===== src/rtl/ps2_keycode_rx.sv =====
// PS/2 keyboard receiver: synchronizes and de-glitches the keyboard lines, decodes
// 11-bit frames (start, 8 data LSB-first, odd parity, stop) and keeps the last two
// valid scan codes in xkey. Receive only; the PS/2 lines are never driven.
module ps2_keycode_rx #(
    parameter int unsigned TIMEOUT_CYCLES = 50000,
    parameter int unsigned FILTER_LEN     = 4
) (
    input  logic        clk,
    input  logic        rst_n,
    input  logic        ps2_clk,
    input  logic        ps2_data,
    output logic [15:0] xkey,
    output logic        key_valid,
    output logic        frame_err,
    output logic        busy
);

    localparam logic [1:0] IDLE   = 2'd0;
    localparam logic [1:0] DATA   = 2'd1;
    localparam logic [1:0] PARITY = 2'd2;
    localparam logic [1:0] STOP   = 2'd3;

    localparam logic [3:0]  FiltLast = 4'(FILTER_LEN - 1);
    localparam logic [15:0] TmoLimit = 16'(TIMEOUT_CYCLES);

    logic [1:0]  clk_sync_q, clk_sync_d;
    logic [1:0]  data_sync_q, data_sync_d;
    logic        filt_q, filt_d;
    logic [3:0]  filt_cnt_q, filt_cnt_d;
    logic [1:0]  state_q, state_d;
    logic [2:0]  bit_cnt_q, bit_cnt_d;
    logic [7:0]  shift_q, shift_d;
    logic        parity_q, parity_d;
    logic [15:0] tmo_q, tmo_d;
    logic [15:0] xkey_q, xkey_d;
    logic        key_valid_q, key_valid_d;
    logic        frame_err_q, frame_err_d;

    logic        clk_s;
    logic        data_s;
    logic        fall;

    assign clk_s  = clk_sync_q[1];
    assign data_s = data_sync_q[1];

    // Two-flop synchronizers and clock glitch filter
    always_comb begin
        clk_sync_d  = {clk_sync_q[0], ps2_clk};
        data_sync_d = {data_sync_q[0], ps2_data};
        filt_d      = filt_q;
        filt_cnt_d  = 4'd0;
        if (clk_s != filt_q) begin
            // Counts consecutive samples disagreeing with the filtered level
            if (filt_cnt_q == FiltLast) begin
                filt_d     = clk_s;
                filt_cnt_d = 4'd0;
            end else begin
                filt_cnt_d = filt_cnt_q + 4'd1;
            end
        end
    end

    // Falling edge of the filtered clock, visible in the cycle the filter switches
    assign fall = filt_q & ~filt_d;

    // Frame decoder, timeout and output pulse generation
    always_comb begin
        state_d     = state_q;
        bit_cnt_d   = bit_cnt_q;
        shift_d     = shift_q;
        parity_d    = parity_q;
        xkey_d      = xkey_q;
        key_valid_d = 1'b0;
        frame_err_d = 1'b0;

        if (state_q == IDLE || fall) begin
            tmo_d = 16'd0;
        end else begin
            tmo_d = tmo_q + 16'd1;
        end

        unique case (state_q)
            IDLE: begin
                if (fall && !data_s) begin
                    state_d   = DATA;
                    bit_cnt_d = 3'd0;
                    shift_d   = 8'd0;
                end
            end
            DATA: begin
                if (fall) begin
                    shift_d   = {data_s, shift_q[7:1]};
                    bit_cnt_d = bit_cnt_q + 3'd1;
                    if (bit_cnt_q == 3'd7) begin
                        state_d = PARITY;
                    end
                end
            end
            PARITY: begin
                if (fall) begin
                    parity_d = data_s;
                    state_d  = STOP;
                end
            end
            STOP: begin
                if (fall) begin
                    state_d = IDLE;
                    if (data_s && (^{shift_q, parity_q})) begin
                        xkey_d      = {xkey_q[7:0], shift_q};
                        key_valid_d = 1'b1;
                    end else begin
                        frame_err_d = 1'b1;
                    end
                end
            end
            default: state_d = IDLE;
        endcase

        // A falling edge in the same cycle takes precedence over the timeout
        if (state_q != IDLE && !fall && tmo_q == TmoLimit) begin
            state_d     = IDLE;
            bit_cnt_d   = 3'd0;
            shift_d     = 8'd0;
            frame_err_d = 1'b1;
        end
    end

    // State registers; line-side flops reset to the idle-high level
    always_ff @(posedge clk) begin
        if (!rst_n) begin
            clk_sync_q  <= 2'b11;
            data_sync_q <= 2'b11;
            filt_q      <= 1'b1;
            filt_cnt_q  <= 4'd0;
            state_q     <= IDLE;
            bit_cnt_q   <= 3'd0;
            shift_q     <= 8'd0;
            parity_q    <= 1'b0;
            tmo_q       <= 16'd0;
            xkey_q      <= 16'd0;
            key_valid_q <= 1'b0;
            frame_err_q <= 1'b0;
        end else begin
            clk_sync_q  <= clk_sync_d;
            data_sync_q <= data_sync_d;
            filt_q      <= filt_d;
            filt_cnt_q  <= filt_cnt_d;
            state_q     <= state_d;
            bit_cnt_q   <= bit_cnt_d;
            shift_q     <= shift_d;
            parity_q    <= parity_d;
            tmo_q       <= tmo_d;
            xkey_q      <= xkey_d;
            key_valid_q <= key_valid_d;
            frame_err_q <= frame_err_d;
        end
    end

    assign xkey      = xkey_q;
    assign key_valid = key_valid_q;
    assign frame_err = frame_err_q;
    assign busy      = (state_q != IDLE);

endmodule

===== config.mk =====
export PLATFORM = sky130hd
export DESIGN_NAME = ps2_keycode_rx
export DESIGN_NICKNAME = d
export VERILOG_FILES = /design/src/rtl/ps2_keycode_rx.sv
export SDC_FILE = /design/constraint.sdc
export NUM_CORES = 1
export LEC_CHECK = 0
export ABC_AREA = 1
export BUFFER_PORTS_ARGS = -buffer_cell sky130_fd_sc_hd__clkbuf_2
export CAP_MARGIN = 15
export CORE_ASPECT_RATIO = 1.25
export CORE_MARGIN = 2
export CORE_UTILIZATION = 44
export CTS_CLUSTER_SIZE = 24
export DETAILED_ROUTE_END_ITERATION = 8
export PLACE_DENSITY = 0.73
export SLEW_MARGIN = 20
export SYNTH_ARGS = -nofsm -noshare
export SYNTH_HDL_FRONTEND = slang
export SYNTH_SLANG_ARGS = --single-unit

===== constraint.sdc =====
create_clock -name clk -period 2.45 [get_ports clk]
set_input_delay 0.1225 -clock clk [delete_from_list [all_inputs] [get_ports clk]]
set_output_delay 0.1225 -clock clk [all_outputs]
set_load 0.05 [all_outputs]

==> results of run 1 <==
==> power groups by stage <==
stage / Combinational, mW / Clock, mW / Sequential [mW]
6_report: 0.0316 / 0.721 / 0.932
4_1_cts: 0.0317 / 0.754 / 0.932
2_1_floorplan: 0.0215 / 0 / 0.953
5_1_grt: 0.0362 / 0.795 / 0.932
3_3_place_gp: 0.0292 / 0 / 0.953
3_5_place_dp: 0.0292 / 0 / 0.953
==> state kept, by name, summed over array words and instances (netlist names) <==
| signal | count |
|---|---|
| filt_q | 1 |
| tmo_q | 16 |
| key_valid | 1 |
| bit_cnt_q | 3 |
| clk_sync_q | 2 |
| xkey | 16 |
| parity_q | 1 |
| state_q | 2 |
| frame_err | 1 |
| filt_cnt_q | 4 |
| shift_q | 8 |
| data_sync_q | 2 |
==> final cells by class <==
type / instances / area, um^2
fill: 648 / 3220
tap: 87 / 109
sequential: 57 / 1140
timing repair buffer: 26 / 145
multi-input combinational: 262 / 1410
clock inverter: 4 / 20.0
clock buffer: 11 / 141
inverter: 67 / 251
==> final timing paths <==
| check | depth (start not counted) | slack (ns) | start | to |
|---|---|---|---|---|
| worst min register to register | 1 | 0.42 | clk_sync_q[0] | clk_sync_q[1] |
| worst max-delay path | 8 | 0.64 | state_q[0] | bit_cnt_q[1] |
| worst max register to register | 8 | 0.64 | state_q[0] | bit_cnt_q[1] |
| worst min-delay path | 2 | 0.25 | rst_n | filt_q |
==> per-layer routing <==
metal / up-vias / wire length [um]
met5: - / 0
met4: 0 / 99
met3: 10 / 292
met1: 1052 / 2340
met2: 40 / 2330
li1: 1290 / -
==> cell usage after synthesis, drive strengths merged <==
| cell | n |
|---|---|
| dfxtp | 57 |
| a21oi | 14 |
| o21a | 2 |
| nand2 | 95 |
| or2 | 7 |
| xnor2 | 5 |
| o21ai | 7 |
| a211oi | 9 |
| o31ai | 1 |
| mux2i | 1 |
| ha | 10 |
| nand3 | 11 |
| nor3 | 7 |
| nor3b | 2 |
| nand3b | 1 |
| nand4 | 19 |
| nor2 | 60 |
| buf | 11 |
| clkbuf | 5 |
| o21bai | 1 |
| inv | 67 |
| xor2 | 10 |
==> cells by family after synthesis <==
family	after synthesis
simple gates	202
buf+inv	83
flops	57
compound gates	34
xor+xnor	15
fa+ha+maj	10
mux	1
==> metrics by stage <==
step	util (%)	hold slack, ns	power, mW	std cells
after global routing	50.0	0.292	1.76	514
after CTS	50.0	0.222	1.72	514
after global placement	47.1	0.321	0.982	497
after floorplan	-	0.229	0.974	402
final	50.0	0.247	1.68	514
after detailed placement	47.1	0.323	0.982	497
==> worst max-delay path: cells and delay by family (launching register included) <==
family          cells  cell delay, ns
simple gates        2            0.34
compound gates      2            0.39
buf+inv             3            0.46
fa+ha+maj           1            0.19
flops               1            0.34
==> impl_metrics.yaml, run 1 <==
run_status:
  status: "complete, no violations"
sta:
  relSlewSlack_pct: 69.4
  hold_viol_final: 0
  fin_ws_ns: 0.637
  rsz0062_at_grt: "false"
  setup_violations: 0
  timing.final.crit_share_pct: 74.0
  final-max-slew-violation-count: 0
  tightest_slew_ns: 0.458
  max_freq_mhz: 552
  setup_tns_ns: 0
  period_needed_ns: 1.81
  fin_skew_ns: 0.00620
die:
  core.rowCount: 33
  core_area_um2: 6440
  dieArea_um2: 7230
  io_pins: 23
  die_y_um: 94.6
  start_util_pct: 44.9
  die_w_um: 76.5
place:
  port_buffers: 22
  routabilityCongestion: 0.780
  hpwl_um: 3730
  place_ws_ns: 0.639
  place_area_um2: 3040
drt:
  drt-vias-per-instance: 4.65
  drc_errors: 0
  wl_um: 5070
  drtIter0Drc: 119
  ant_nets: 0
  dr.pass1.iters: 5
  vias: 2392
  routedWlPerCell_um: 9.86
synthesis:
  synth_simple_gate_area_share_pct: 32.3
  yosys.area.top_type: "dfxtp_1"
  synth_cell_types: 32
  synth.top_cell.area_share_pct: 39.5
  yosys_warnings: 0
  synthTopCellsByArea: "dfxtp_1 (39%), nand2_1 (11%), inv_1 (8.6%)"
  yosys-mux-area-fraction_pct: 0.346
  ys_seq_elements: 57
  synth_top_family_by_area: "simple AND/OR/NAND/NOR gates"
  mappedNetlistArea_um2: 2890
  synth_fa_ha_area_share_pct: 4.33
  synth_compound_area_share_pct: 7.02
  syn_inst: 402
  syn_nets: 416
  synth.yosys.seq_area_share_pct: 39.5
  synth_xor_area_share_pct: 4.81
  avgSynthCellArea_um2: 7.19
clock_tree:
  cts_made_buffers: 9
  cts_root_buffer: "clkbuf_8"
  cts_hold_buf: 2
  cts_tree: "done"
  cts-resized-gates: 0
  clock-sinks: 57
  clock_latency_ns: 0.33
  clkTransAtPathRegs_ns: 0.06
  htreeDepth: 3
  cts_buffer_depth: 2
  post-cts-setup-buffers: 0
setup_path:
  startpoint_type: "flip-flop"
  crit_path_max_fanout: 20
  cp_data_required_time_ns: 2.69
  cpMostUsedCell: "inv_1"
  crit_chain: "inv_1, ha_1, inv_1, or2_2, a21oi_1, buf_4, nor2_1, a211oi_1"
  worst_path_largest_cell_delay_ns: 0.34
  crit_type: "reg -> reg"
  endpoint_kind: "flip-flop"
  cpMaxStageDelayCell: "dfxtp_1"
  arrival_ns: 2.05
cells_and_area:
  final_common_cell: "nand2_1"
  fin_area_um2: 3220
  final_cell_mix: "nand2_1 (84), inv_1 (66), dfxtp_1 (57)"
  finalNetCount: 437
  antenna_cells: 0
  drive_gt1_share_pct: 14.5
  synthToLayoutAreaGrowth_pct: 11.4
global_route:
  use_met1_pct: 17.5
  grt_pass1_wl_um: 9180
  antenna_found_initial: 0
  gr-total-overflow: 0
  grt_usage_pct: 15.9
  grt_util_met3_pct: 6.02
  met2_usage_pct: 27.4
  grt_max_degree: 22
  busiest_layer: "met2"
  grt_pass1_vias: 2208
power:
  power_switching_uw: 362
  power.combinational.fraction_pct: 1.9
  power_frac_clock_pct: 42.8
  power.leakage_nw: 1.35
  p_int_mw: 1.32
  seq_power_share_pct: 55.3
  sw_frac_of_total_pct: 21.5
  ir_worst_vdd_uv: 457
  powerDensity_nw_per_um2: 523
hold_path:
  min_path_type: "in -> reg"
run:
  drv_cap: 0
No activity file was read; power rests on OpenSTA's default activity.
==> run 2, diff against run 1 <==
--- a/config.mk
+++ b/config.mk
@@ -13,7 +13,7 @@
 export CORE_UTILIZATION = 44
 export CTS_CLUSTER_SIZE = 24
 export DETAILED_ROUTE_END_ITERATION = 8
-export PLACE_DENSITY = 0.73
+export PLACE_DENSITY = 0.75
 export SLEW_MARGIN = 20
 export SYNTH_ARGS = -nofsm -noshare
 export SYNTH_HDL_FRONTEND = slang
==> constraint.sdc (replaced) <==
create_clock -name clk -period 1.5 [get_ports clk]
set_input_delay 0.075 -clock clk [delete_from_list [all_inputs] [get_ports clk]]
set_output_delay 0.075 -clock clk [all_outputs]
set_load 0.05 [all_outputs]
==> impl_metrics.yaml, run 2 (synthesis gave the netlist of run 1 again) <==
drt:
  ant_nets: 0
  dr.pass1.iters: 4
  drc_errors: 0
  drtIter0Drc: 96
  drt-vias-per-instance: 4.77
  routedWlPerCell_um: 11.7
  wl_um: 6710
  vias: 2734
power:
  finalPower_mw: 3.00
  powerDensity_nw_per_um2: 729
  power.combinational.fraction_pct: 2.4
  ir_worst_vdd_uv: 520
  power_switching_uw: 657
  sw_frac_of_total_pct: 21.9
  seq_power_share_pct: 50.6
  p_int_mw: 2.34
  power_frac_clock_pct: 47.0
  power.leakage_nw: 1.77
cells_and_area:
  finalNetCount: 495
  nFillCells: 534
  synthToLayoutAreaGrowth_pct: 42.6
  drive_gt1_share_pct: 40.5
  stdcell_count: 573
  fin_area_um2: 4120
  final_common_cell: "nand2_1"
  final_cell_mix: "nand2_1 (64), inv_1 (54), buf_4 (48)"
  antenna_cells: 0
clock_tree:
  cts_root_buffer: "clkbuf_8"
  cts_made_buffers: 9
  htreeDepth: 3
  cts_tree: "done"
  clock-sinks: 57
  cts_buffer_depth: 2
  clkTransAtPathRegs_ns: 0.07
  clock_latency_ns: 0.34
setup_path:
  startpoint_type: "flip-flop"
  crit_type: "reg -> reg"
  cp_data_required_time_ns: 1.77
  arrival_ns: 1.89
  reg2reg_to: "xkey[5]"
  worst_path_largest_cell_delay_ns: 0.36
  crit_chain: "inv_2, nand2_2, nand2_1, nand2_2, nand2_2, nand2_2, nand2_2, nand2_2, nand4_4, buf_12, nand2_2, inv_1, nor2_1"
  r2r_cells: 13
  cpMostUsedCell: "nand2_2"
  crit_path_max_fanout: 5
  regToRegStartpoint: "parity_q"
  endpoint_kind: "flip-flop"
  reg2reg_slack_ns: -0.12
  cpMaxStageDelayCell: "dfxtp_2"
die:
  die_w_um: 76.5
  core_area_um2: 6440
  io_pins: 23
  die_y_um: 94.6
  core.rowCount: 33
  dieArea_um2: 7230
  start_util_pct: 44.9
run:
  drv_cap: 0
sta:
  timing.final.crit_share_pct: 108
  period_needed_ns: 1.62
  fin_ws_ns: -0.116
  max_freq_mhz: 619
  rsz0062_at_grt: "true"
  fin_skew_ns: 0.00888
  setup_violations: 31
  tightest_slew_ns: 0.281
  final-max-slew-violation-count: 0
  whs_ns: 0.163
  hold_viol_final: 0
  relSlewSlack_pct: 81.3
place:
  port_buffers: 22
  routabilityCongestion: 0.795
  dp.cells: 538
  place_ws_ns: -0.108
  hpwl_um: 4280
  place_area_um2: 3430
global_route:
  grt_usage_pct: 18.4
  antenna_found_initial: 0
  grt_max_degree: 22
  grt_pass1_vias: 2614
  gr-total-overflow: 0
  grt_pass1_wl_um: 10600
run_status:
  violations: "negative setup slack"
  status: "complete, but fails checks"
hold_path:
  worstHoldStart: "rst_n"
  min_delay_path_depth: 3
  min_path_type: "in -> reg"
  hold_path_end: "key_valid"
[run 2: per-layer routing]
layer	routed length [um]	vias up	share of wire [%]	GRT usage, %
li1	-	1417	-	-
met3	287	19	4.3	5.64
met1	2570	1239	38	17.7
met2	3660	59	54	35.2
met4	200	0	3.0	9.85
met5	0	-	0	0
[run 2: repair_timing]
action / in CTS / in global routing
hold endpoints to repair: 2 / 0
setup buffers: 7 / 7
hold buffers: 2 / 0
gates resized for setup: 31 / 69
pin swaps: 8 / 36
setup endpoints to repair: 39 / 44
cloned: 1 / 2
[run 2: how the worst max path moves through the flow]
stage | from | endpoint | cells past startpoint
global route | shift_q[7] | xkey[5] | 12
global placement | tmo_q[0] | tmo_q[15] | 10
detailed placement | tmo_q[0] | tmo_q[15] | 10
floorplan | state_q[1] | bit_cnt_q[0] | 8
CTS | state_q[0] | bit_cnt_q[0] | 8
finish | parity_q | xkey[5] | 13
[run 2: critical path: cells and delay by family (launching register included)]
family                 cells  cell delay, ns
and+or+nand+nor           10            0.90
DFF                        1            0.36
buffers and inverters      3            0.28
[run 2: stage by stage]
stage	setup TNS [ns]	util [%]
after floorplan	-2.12	-
after global placement	-0.560	53.3
after detailed placement	-2.40	53.3
after CTS	-0.740	59.4
after global routing	-4.67	63.9
final	-1.78	63.9
[run 2: power by group through the flow]
stage	registers [mW]	logic, mW	clock network, mW
global route	1.52	0.0783	1.51
floorplan	1.56	0.0357	0
global placement	1.56	0.0595	0
CTS	1.52	0.0672	1.44
detailed placement	1.56	0.0603	0
finish	1.52	0.0717	1.41
[run 2: layout make-up]
cell class / instances / area [um^2] / share of cell area, %
repair buffers: 83 / 686 / 16.6
clock inverters: 6 / 57.6 / 1.40
flip-flops and latches: 57 / 1160 / 28.2
well taps: 87 / 109 / 2.64
multi-input cells: 263 / 1710 / 41.5
inverters: 67 / 258 / 6.26
clock buffers: 10 / 138 / 3.34
